`src/rtl/ray_pkg.sv`:
```
// Shared ray payload definitions for the camera-ray interface.
package ray_pkg;

    localparam int unsigned POSITION_WIDTH_DEFAULT = 16;
    localparam int unsigned ADDRESS_WIDTH_DEFAULT  = 32;

    typedef struct packed {
        logic [2:0][POSITION_WIDTH_DEFAULT-1:0] v;
        logic [ADDRESS_WIDTH_DEFAULT-1:0]       address;
    } ray_t;

    // Flattened width of one ray: three vector components plus the pixel address.
    function automatic int unsigned ray_bits(input int unsigned pw, input int unsigned aw);
        return 3 * pw + aw;
    endfunction

endpackage

```
`src/rtl/ray_fifo.sv`:
```
// Synchronous FIFO holding flattened rays between the generator and the output stage.
module ray_fifo
    import ray_pkg::*;
#(
    parameter int unsigned WIDTH = ray_bits(POSITION_WIDTH_DEFAULT, ADDRESS_WIDTH_DEFAULT),
    parameter int unsigned DEPTH = 8
) (
    input  logic                   clock,
    input  logic                   reset,
    input  logic                   push,
    input  logic                   pop,
    input  logic [WIDTH-1:0]       din,
    output logic [WIDTH-1:0]       head,
    output logic [$clog2(DEPTH):0] count,
    output logic                   full,
    output logic                   empty
);

    localparam int unsigned PTR_W = $clog2(DEPTH);
    localparam int unsigned CNT_W = PTR_W + 1;

    logic [WIDTH-1:0] mem [DEPTH];
    logic [PTR_W-1:0] wr_ptr;
    logic [PTR_W-1:0] rd_ptr;
    logic [CNT_W-1:0] count_next_c;

    assign head         = mem[rd_ptr];
    assign count_next_c = count + CNT_W'(push) - CNT_W'(pop);

    // Storage is not reset; stale entries are never read because count gates the head.
    always_ff @(posedge clock) begin
        if (push) begin
            mem[wr_ptr] <= din;
        end
    end

    // Pointers wrap naturally since DEPTH is a power of two; flags track the next count.
    always_ff @(posedge clock) begin
        if (reset) begin
            wr_ptr <= '0;
            rd_ptr <= '0;
            count  <= '0;
            full   <= 1'b0;
            empty  <= 1'b1;
        end else begin
            if (push) begin
                wr_ptr <= wr_ptr + PTR_W'(1);
            end
            if (pop) begin
                rd_ptr <= rd_ptr + PTR_W'(1);
            end
            count <= count_next_c;
            full  <= (count_next_c == CNT_W'(DEPTH));
            empty <= (count_next_c == '0);
        end
    end

endmodule

```
`src/rtl/ray_dispatcher.sv`:
```
// Buffers rays from the generator and hands each one to a ray unit chosen round-robin.
module ray_dispatcher
    import ray_pkg::*;
#(
    parameter int unsigned POSITION_WIDTH = POSITION_WIDTH_DEFAULT,
    parameter int unsigned ADDRESS_WIDTH  = ADDRESS_WIDTH_DEFAULT,
    parameter int unsigned NUM_UNITS      = 4,
    parameter int unsigned DEPTH          = 8
) (
    input  logic                                 clock,
    input  logic                                 reset,
    input  logic signed [2:0][POSITION_WIDTH-1:0] rayV,
    input  logic [ADDRESS_WIDTH-1:0]             rayAddress,
    input  logic                                 rayStart,
    output logic                                 rayReady,
    output logic                                 rayBusy,
    output logic signed [2:0][POSITION_WIDTH-1:0] unitV,
    output logic [ADDRESS_WIDTH-1:0]             unitAddress,
    output logic [NUM_UNITS-1:0]                 unitStart,
    input  logic [NUM_UNITS-1:0]                 unitReady,
    input  logic [NUM_UNITS-1:0]                 unitBusy
);

    localparam int unsigned RAY_W = ray_bits(POSITION_WIDTH, ADDRESS_WIDTH);
    localparam int unsigned IDX_W = (NUM_UNITS > 1) ? $clog2(NUM_UNITS) : 1;
    localparam int unsigned CNT_W = $clog2(DEPTH) + 1;

    logic [RAY_W-1:0] fifo_head;
    logic [CNT_W-1:0] fifo_count;
    logic             fifo_full;
    logic             fifo_empty;

    logic             push_c;
    logic             pop_c;
    logic             accept_c;
    logic             stage_free_c;
    logic             pick_found_c;
    logic [IDX_W-1:0] pick_c;
    logic [IDX_W-1:0] last_grant;
    int unsigned      scan_idx_c;

    ray_fifo #(
        .WIDTH (RAY_W),
        .DEPTH (DEPTH)
    ) u_fifo (
        .clock (clock),
        .reset (reset),
        .push  (push_c),
        .pop   (pop_c),
        .din   ({rayV, rayAddress}),
        .head  (fifo_head),
        .count (fifo_count),
        .full  (fifo_full),
        .empty (fifo_empty)
    );

    // The stage is valid exactly when one unitStart bit is set.
    assign push_c       = rayStart & ~fifo_full;
    assign accept_c     = |(unitStart & unitReady);
    assign stage_free_c = ~(|unitStart) | accept_c;
    assign pop_c        = stage_free_c & ~fifo_empty & pick_found_c;

    assign rayReady = ~fifo_full;
    assign rayBusy  = (fifo_count != '0) | (|unitStart) | (|unitBusy);

    // First ready unit scanning upward from the one after the last grant, with wrap.
    always_comb begin
        pick_c       = last_grant;
        pick_found_c = 1'b0;
        scan_idx_c   = 0;
        for (int unsigned k = 1; k <= NUM_UNITS; k++) begin
            scan_idx_c = (32'(last_grant) + k) % NUM_UNITS;
            if (!pick_found_c && unitReady[IDX_W'(scan_idx_c)]) begin
                pick_c       = IDX_W'(scan_idx_c);
                pick_found_c = 1'b1;
            end
        end
    end

    // Output stage: a loaded target is held until that unit accepts, even if its ready drops.
    always_ff @(posedge clock) begin
        if (reset) begin
            unitStart   <= '0;
            unitV       <= '0;
            unitAddress <= '0;
            last_grant  <= IDX_W'(NUM_UNITS - 1);
        end else if (pop_c) begin
            unitStart                <= NUM_UNITS'(1) << pick_c;
            {unitV, unitAddress}     <= fifo_head;
            last_grant               <= pick_c;
        end else if (accept_c) begin
            unitStart <= '0;
        end
    end

endmodule

```
`config.mk`:
```
export PLATFORM = sky130hd
export DESIGN_NAME = ray_dispatcher
export DESIGN_NICKNAME = d
export VERILOG_FILES = /design/src/rtl/ray_pkg.sv /design/src/rtl/ray_fifo.sv /design/src/rtl/ray_dispatcher.sv
export SDC_FILE = /design/constraint.sdc
export NUM_CORES = 1
export LEC_CHECK = 0
export ABC_AREA = 1
export CELL_PAD_IN_SITES_DETAIL_PLACEMENT = 1
export CELL_PAD_IN_SITES_GLOBAL_PLACEMENT = 1
export CORE_AREA = 3 3 266 372
export CTS_CLUSTER_DIAMETER = 120
export DETAILED_ROUTE_END_ITERATION = 8
export DIE_AREA = 0 0 269 375
export GPL_ROUTABILITY_DRIVEN = 0
export GPL_TIMING_DRIVEN = 0
export PLACE_DENSITY = 0.59
export REMOVE_ABC_BUFFERS = 1
export SYNTH_ARGS = -nofsm -noshare
export SYNTH_HDL_FRONTEND = slang
export SYNTH_SLANG_ARGS = --single-unit
```
`constraint.sdc`:
```
create_clock -name clock -period 15 [get_ports clock]
set_clock_uncertainty 0.2 [all_clocks]
set_input_delay 2.25 -clock clock [delete_from_list [all_inputs] [get_ports clock]]
set_output_delay 2.25 -clock clock [all_outputs]
set_load 0.005 [all_outputs]
```
Word level (Yosys, flattened, before mapping)
Memories as Yosys holds them, arrays and structs flattened. A register that Yosys moved wholly into a read port is not among the register bits.
Cells that the tools add are included.
Widths: inputs -> output; s select.
{ "classes": {"add_sub_neg": 8, "magnitude_cmp": 4, "eq_ne": 1, "shift": 1, "n_mux": 20, "bitwise": 10, "n_reduce_logical": 12} }
{ "ops": {"columns": ["cell", "count"], "rows": [
  ["$lt 2x3->1 const B", 4],
  ["$reduce_or 4->1", 3],
  ["$mux 1", 10],
  ["$bmux 1 s2", 4],
  ["$mux 2", 4],
  ["$mux 4", 2],
  ["$add 3x1->3 const B", 2],
  ["$add 2x1->2 const B", 2],
  ["$add 2x2->2 const B", 2],
  ["$add 4x1->4", 1],
  ["$and 4x4->4", 1],
  ["$eq 4x4->1 const B", 1],
  ["$logic_not 4->1", 1],
  ["$reduce_bool 4->1", 1],
  ["$shl 1x2->4 const A", 1],
  ["$sub 4x1->4", 1],
  ["$and 1x1->1", 3],
  ["$logic_and 1x1->1", 3],
  ["$logic_not 1->1", 3],
  ["$not 1->1", 3],
  ["$or 1x1->1", 3],
  ["$reduce_bool 2->1", 1]
]} }
{ "word_totals": {"reg_bits": 18, "mem_bits_rw": 640, "input_bits": 91, "out_inout_bits": 86, "elab_cells": 64, "memories": 1} }
{ "memory_table": {"columns": ["memory", "words", "word_bits", "rd", "rd_clocked_by_memory_dff", "write_ports", "line_no", "rtl"], "rows": [
  ["u_fifo.mem", 8, 80, 1, 1, 1, "ray_fifo.sv:22", "logic [WIDTH-1:0] mem [DEPTH];"]
]} }

Logic depth before layout (Yosys ltp)
{ "logic_depth": {"word_depth": 16, "depth_mapped": 23, "depth_no_buf": 20} }

Hierarchy
A second synthesis with hierarchy kept.
{ "unflattened": {"cells_unflattened": 2670, "hier_area_um2": 29535.8} }
{ "modules_own_cells": {"columns": ["mod", "n_inst", "cells_each", "area_per_inst_um2", "seq_area_each_um2"], "rows": [
  ["ray_fifo", 1, 2213, 26167.6, 19518.7],
  ["ray_dispatcher", 1, 457, 3368.2, 1721.7]
]} }

Worst setup path after synthesis
OpenSTA, ideal clock, no wires.
{ "synth_timing": {"kind": "in2reg", "startpoint": "input port rayStart", "endpoint": "memory u_fifo.mem[0][0] (netlist name) (enable)", "t_arrival_ns": 5.906, "t_required_ns": 14.281, "setup_slack_ns": 8.375, "cell_stages": 4, "path_buffers": 0, "path_cell_list": "nand2_1 -> inv_1 -> nand2_1 -> nor2_1"} }
{ "synth_via": {"elab_chain_len": 3} }
{ "synth_rtl": {"columns": ["element", "line_no", "rtl"], "rows": [
  ["from (decl)", "ray_dispatcher.sv:14", "input logic rayStart,"],
  ["$and 1x1->1", "ray_dispatcher.sv:58", "assign push_c = rayStart & ~fifo_full;"],
  ["named net push_c", "ray_dispatcher.sv:33", "logic push_c;"],
  ["$mux 1", "ray_fifo.sv:32", "if (push) begin"],
  ["$mux 1 (implied by the code)", "ray_fifo.sv:33", "mem[wr_ptr] <= din;"],
  ["to (decl)", "ray_fifo.sv:22", null]
]} }
The timed path passes the listed nets, and every way through them passes these cells.

Final worst setup path
{ "layout_timing": {"startpoint": "input port unitBusy[1]", "endpoint": "output port rayBusy"} }
{ "layout_via": {"elab_chain_len": 2} }
{ "layout_rtl": {"columns": ["element", "line_no", "rtl"], "rows": [
  ["from (decl)", "ray_dispatcher.sv:21", "input logic [NUM_UNITS-1:0] unitBusy"],
  ["$reduce_or 4->1", "ray_dispatcher.sv:64", "assign rayBusy = (fifo_count != '0) | (|unitStart) | (|unitBusy);"],
  ["$or 1x1->1", "ray_dispatcher.sv:64", null],
  ["to (decl)", "ray_dispatcher.sv:16", "output logic rayBusy,"]
]} }
Every way passes these cells.

==> results_dict.tcl <==
set metrics [dict create \
    initial_core_util_pct 30.0 \
    die_x_um 269 \
    antenna_found_initial 10 \
    vias 18300 \
    die_h_um 375 \
    avgSynthCellArea_sq_um 13.2 \
    fin_nets 2423 \
    synth_most_common_cell "edfxtp_1" \
    crit_required_ns 12.55 \
    ios 177 \
    post-route-util_pct 36.6 \
    powerDensity_mw_per_mm2 179 \
    leakagePower_nw 12.1 \
    core_sq_mm 0.0957 \
    insertion_delay_ns 0.62 \
    cts_sinks 738 \
    synthToLayoutAreaGrowth_pct 22.2 \
    critical_path.endpoint "rayBusy" \
    p_total_w 0.00626 \
    fin_crit_ns 5.94 \
    end_kind "output port" \
    yosysUniqueCellTypes 28 \
    firstDrtPassIters 4 \
    outcome "finished clean" \
    synth_area_leaders "edfxtp_1 67%, dfxtp_1 6.8%, o21ai_0 5.5%, nor2_1 4.4%, o22ai_1 3.5%" \
    antenna_left 0 \
    wire_per_inst_um 22.0 \
    synth_cells 2176 \
    root_buffer "clkbuf_16" \
    yosysTopAreaCell "edfxtp_1" \
    yosysSeqAreaShare_pct 73.8 \
    worst_ep_arrival_time_ns 3.49 \
    grt_pass1_vias 20200 \
    critPathSlowestCell "clkdlybuf4s50_1" \
    start_kind "input port" \
    ys_warn_count 0 \
    drv_cap 0 \
    max_freq_mhz 168 \
    drtIter0Drc 955 \
    path_max_fanout 1 \
    r2r_end "u_fifo.empty" \
    min_period_over_period_pct 39.6 \
    synth.top_cell.area_share_pct 67.0 \
    crit_top_cell "clkdlybuf4s50_1" \
    overflow 0 \
    grt_pass1_wl_um 121000 \
    finalSetupViolations 0 \
    seq_area_sq_mm 0.0212 \
    r2r-start "last_grant[0]" \
    rr_worst_depth 20 \
    viasPerCell 4.96 \
    rsz0062_at_grt "false" \
    fin_area_sq_mm 0.0351 \
    path_buf_inv 2 \
    synthTopCellsByCount "640 x edfxtp_1, 339 x nor2_1, 318 x o21ai_0" \
    vdd_drop_max_v 0.000274 \
    whs_path_depth 1 \
    grt_max_degree 117 \
    cts_resized 0 \
    path_cells "clkdlybuf4s50_1 > nor3_1 > nand4_1 > clkdlybuf4s50_1" \
    post_cts_buffers 0 \
    min_path_type "reg -> reg" \
    clk_pin_slew_ns 0.06 \
    drive_gt1_share_pct 11.1 \
    hold_violations 0 \
    track_usage_pct 16.0 \
    dpl_worst_slack_ns 8.56 \
    critPathTopFamily "buffers and inverters" \
    mappedNetlistArea_sq_mm 0.0287 \
    reg2reg_slack_ns 10.85 \
    fill_cells 10000 \
    synthFlopType "edfxtp_1" \
    hold_slack_ns 0.294 \
    maxSlewHeadroom_pct 48.9 \
    dieArea_sq_mm 0.101 \
    port_buffers 176 \
    htreeDepth 3 \
    timing.final.ws_setup_ns 9.06 \
    routed_wl_um 81200 \
    maxSlewViolCount 0 \
    postCtsHoldBufs 0 \
    cpPeakStageDelay_ns 0.46 \
    cts.path.max_buffers 3 \
    placed_area_sq_mm 0.0324 \
    multi_input_area_sq_mm 0.00671 \
    ys_ff_latch 738 \
    startpoint "unitBusy[1]" \
    dp_hpwl_um 46200 \
    cp.depth 4 \
    tightest_slew_ns 0.767 \
    drcViolationCount 0 \
    synth_edf_count 640 \
    worst-setup-path-type "in -> out" \
    cts_tree "built" \
    cts_buffers 76 \
    ys_async_sr_fraction_pct 0 \
    rows 134 \
]
registers in the layout, indices dropped and copies added, names as in the netlist, 2 cells and up:
name / count
u_fifo.mem: 640
unitV: 48
unitAddress: 32
u_fifo.count: 4
unitStart: 4
u_fifo.rd_ptr: 3
u_fifo.wr_ptr: 3
last_grant: 2
report_power, final:
group / leakage [nW] / switching, W / internal [W]
registers: 6.63 / 0.000117 / 0.00239
clock network: 1.28 / 0.000790 / 0.00116
logic: 4.22 / 0.00113 / 0.000673
total: 12.1 / 0.00204 / 0.00422
worst register-to-register path, stage by stage (launching register included):
cell and delay, ns:
dfxtp_1 0.55, inv_2 0.16, nand2_1 0.10, nand3_1 0.09, nand2_1 0.12, nor2_4 0.05
nand3_2 0.08, nand2_4 0.12, inv_8 0.42, buf_16 0.55, ha_1 0.37, inv_1 0.05
ha_1 0.17, inv_1 0.06, fa_1 0.40, xnor2_1 0.17, inv_1 0.08, nand3_1 0.11
nand2_1 0.06, nand2_1 0.08, inv_1 0.04
final cells by class:
type / count / share of cell area, %
diodes: 3 / 0.0214
clock buffers: 110 / 6.37
clock inverters: 31 / 1.05
inverters: 31 / 0.425
multi-input cells: 1255 / 19.2
flip-flops and latches: 738 / 60.5
well taps: 1292 / 4.61
repair buffers: 222 / 7.91
worst min-delay path by stage:
stage | start | end | slack (ns)
2_1_floorplan | u_fifo.wr_ptr[0] | u_fifo.wr_ptr[0] | 0.26
3_3_place_gp | u_fifo.wr_ptr[0] | u_fifo.wr_ptr[0] | 0.27
3_5_place_dp | unitV[36] | unitV[36] | 0.28
4_1_cts | unitV[36] | unitV[36] | 0.30
5_1_grt | unitAddress[9] | unitAddress[9] | 0.31
6_report | unitV[36] | unitV[36] | 0.29
metrics by stage:
step / std cells / setup TNS, ns
finish: 3682 / 0
global route: 3680 / 0
CTS: 3679 / 0
detailed placement: 3538 / 0
global placement: 3492 / -648.62
floorplan: 2024 / 0
cells in the final DEF, fill, tap and decap left out, drive strengths merged, types with 7 or more instances in the layout:
cell	count
edfxtp	640
nor2	341
o21ai	328
nand2	222
clkdlybuf4s50	176
o22ai	160
clkbuf	110
dfxtp	98
nand3	94
o211a	80
buf	46
inv	34
clkinv	20
a21oi	14
ha	7
bufinv	7
per-layer routing:
layer	wire length, um	track usage (%)	up-vias
met5	83	0	-
met4	1650	4.44	12
met3	3470	3.12	119
met2	42000	28.8	311
met1	33900	19.2	9496
li1	-	-	8334
kinds of logic after synthesis:
logic type / synth area share [%]
xor gates and xnor gates: 0.0611
and+or+nand+nor: 10.5
adders and majority gates: 0.375
DFF: 73.8
buffers and inverters: 2.97
AOI/OAI and AO/OA: 12.2
Power figures use the tool's default switching activity.
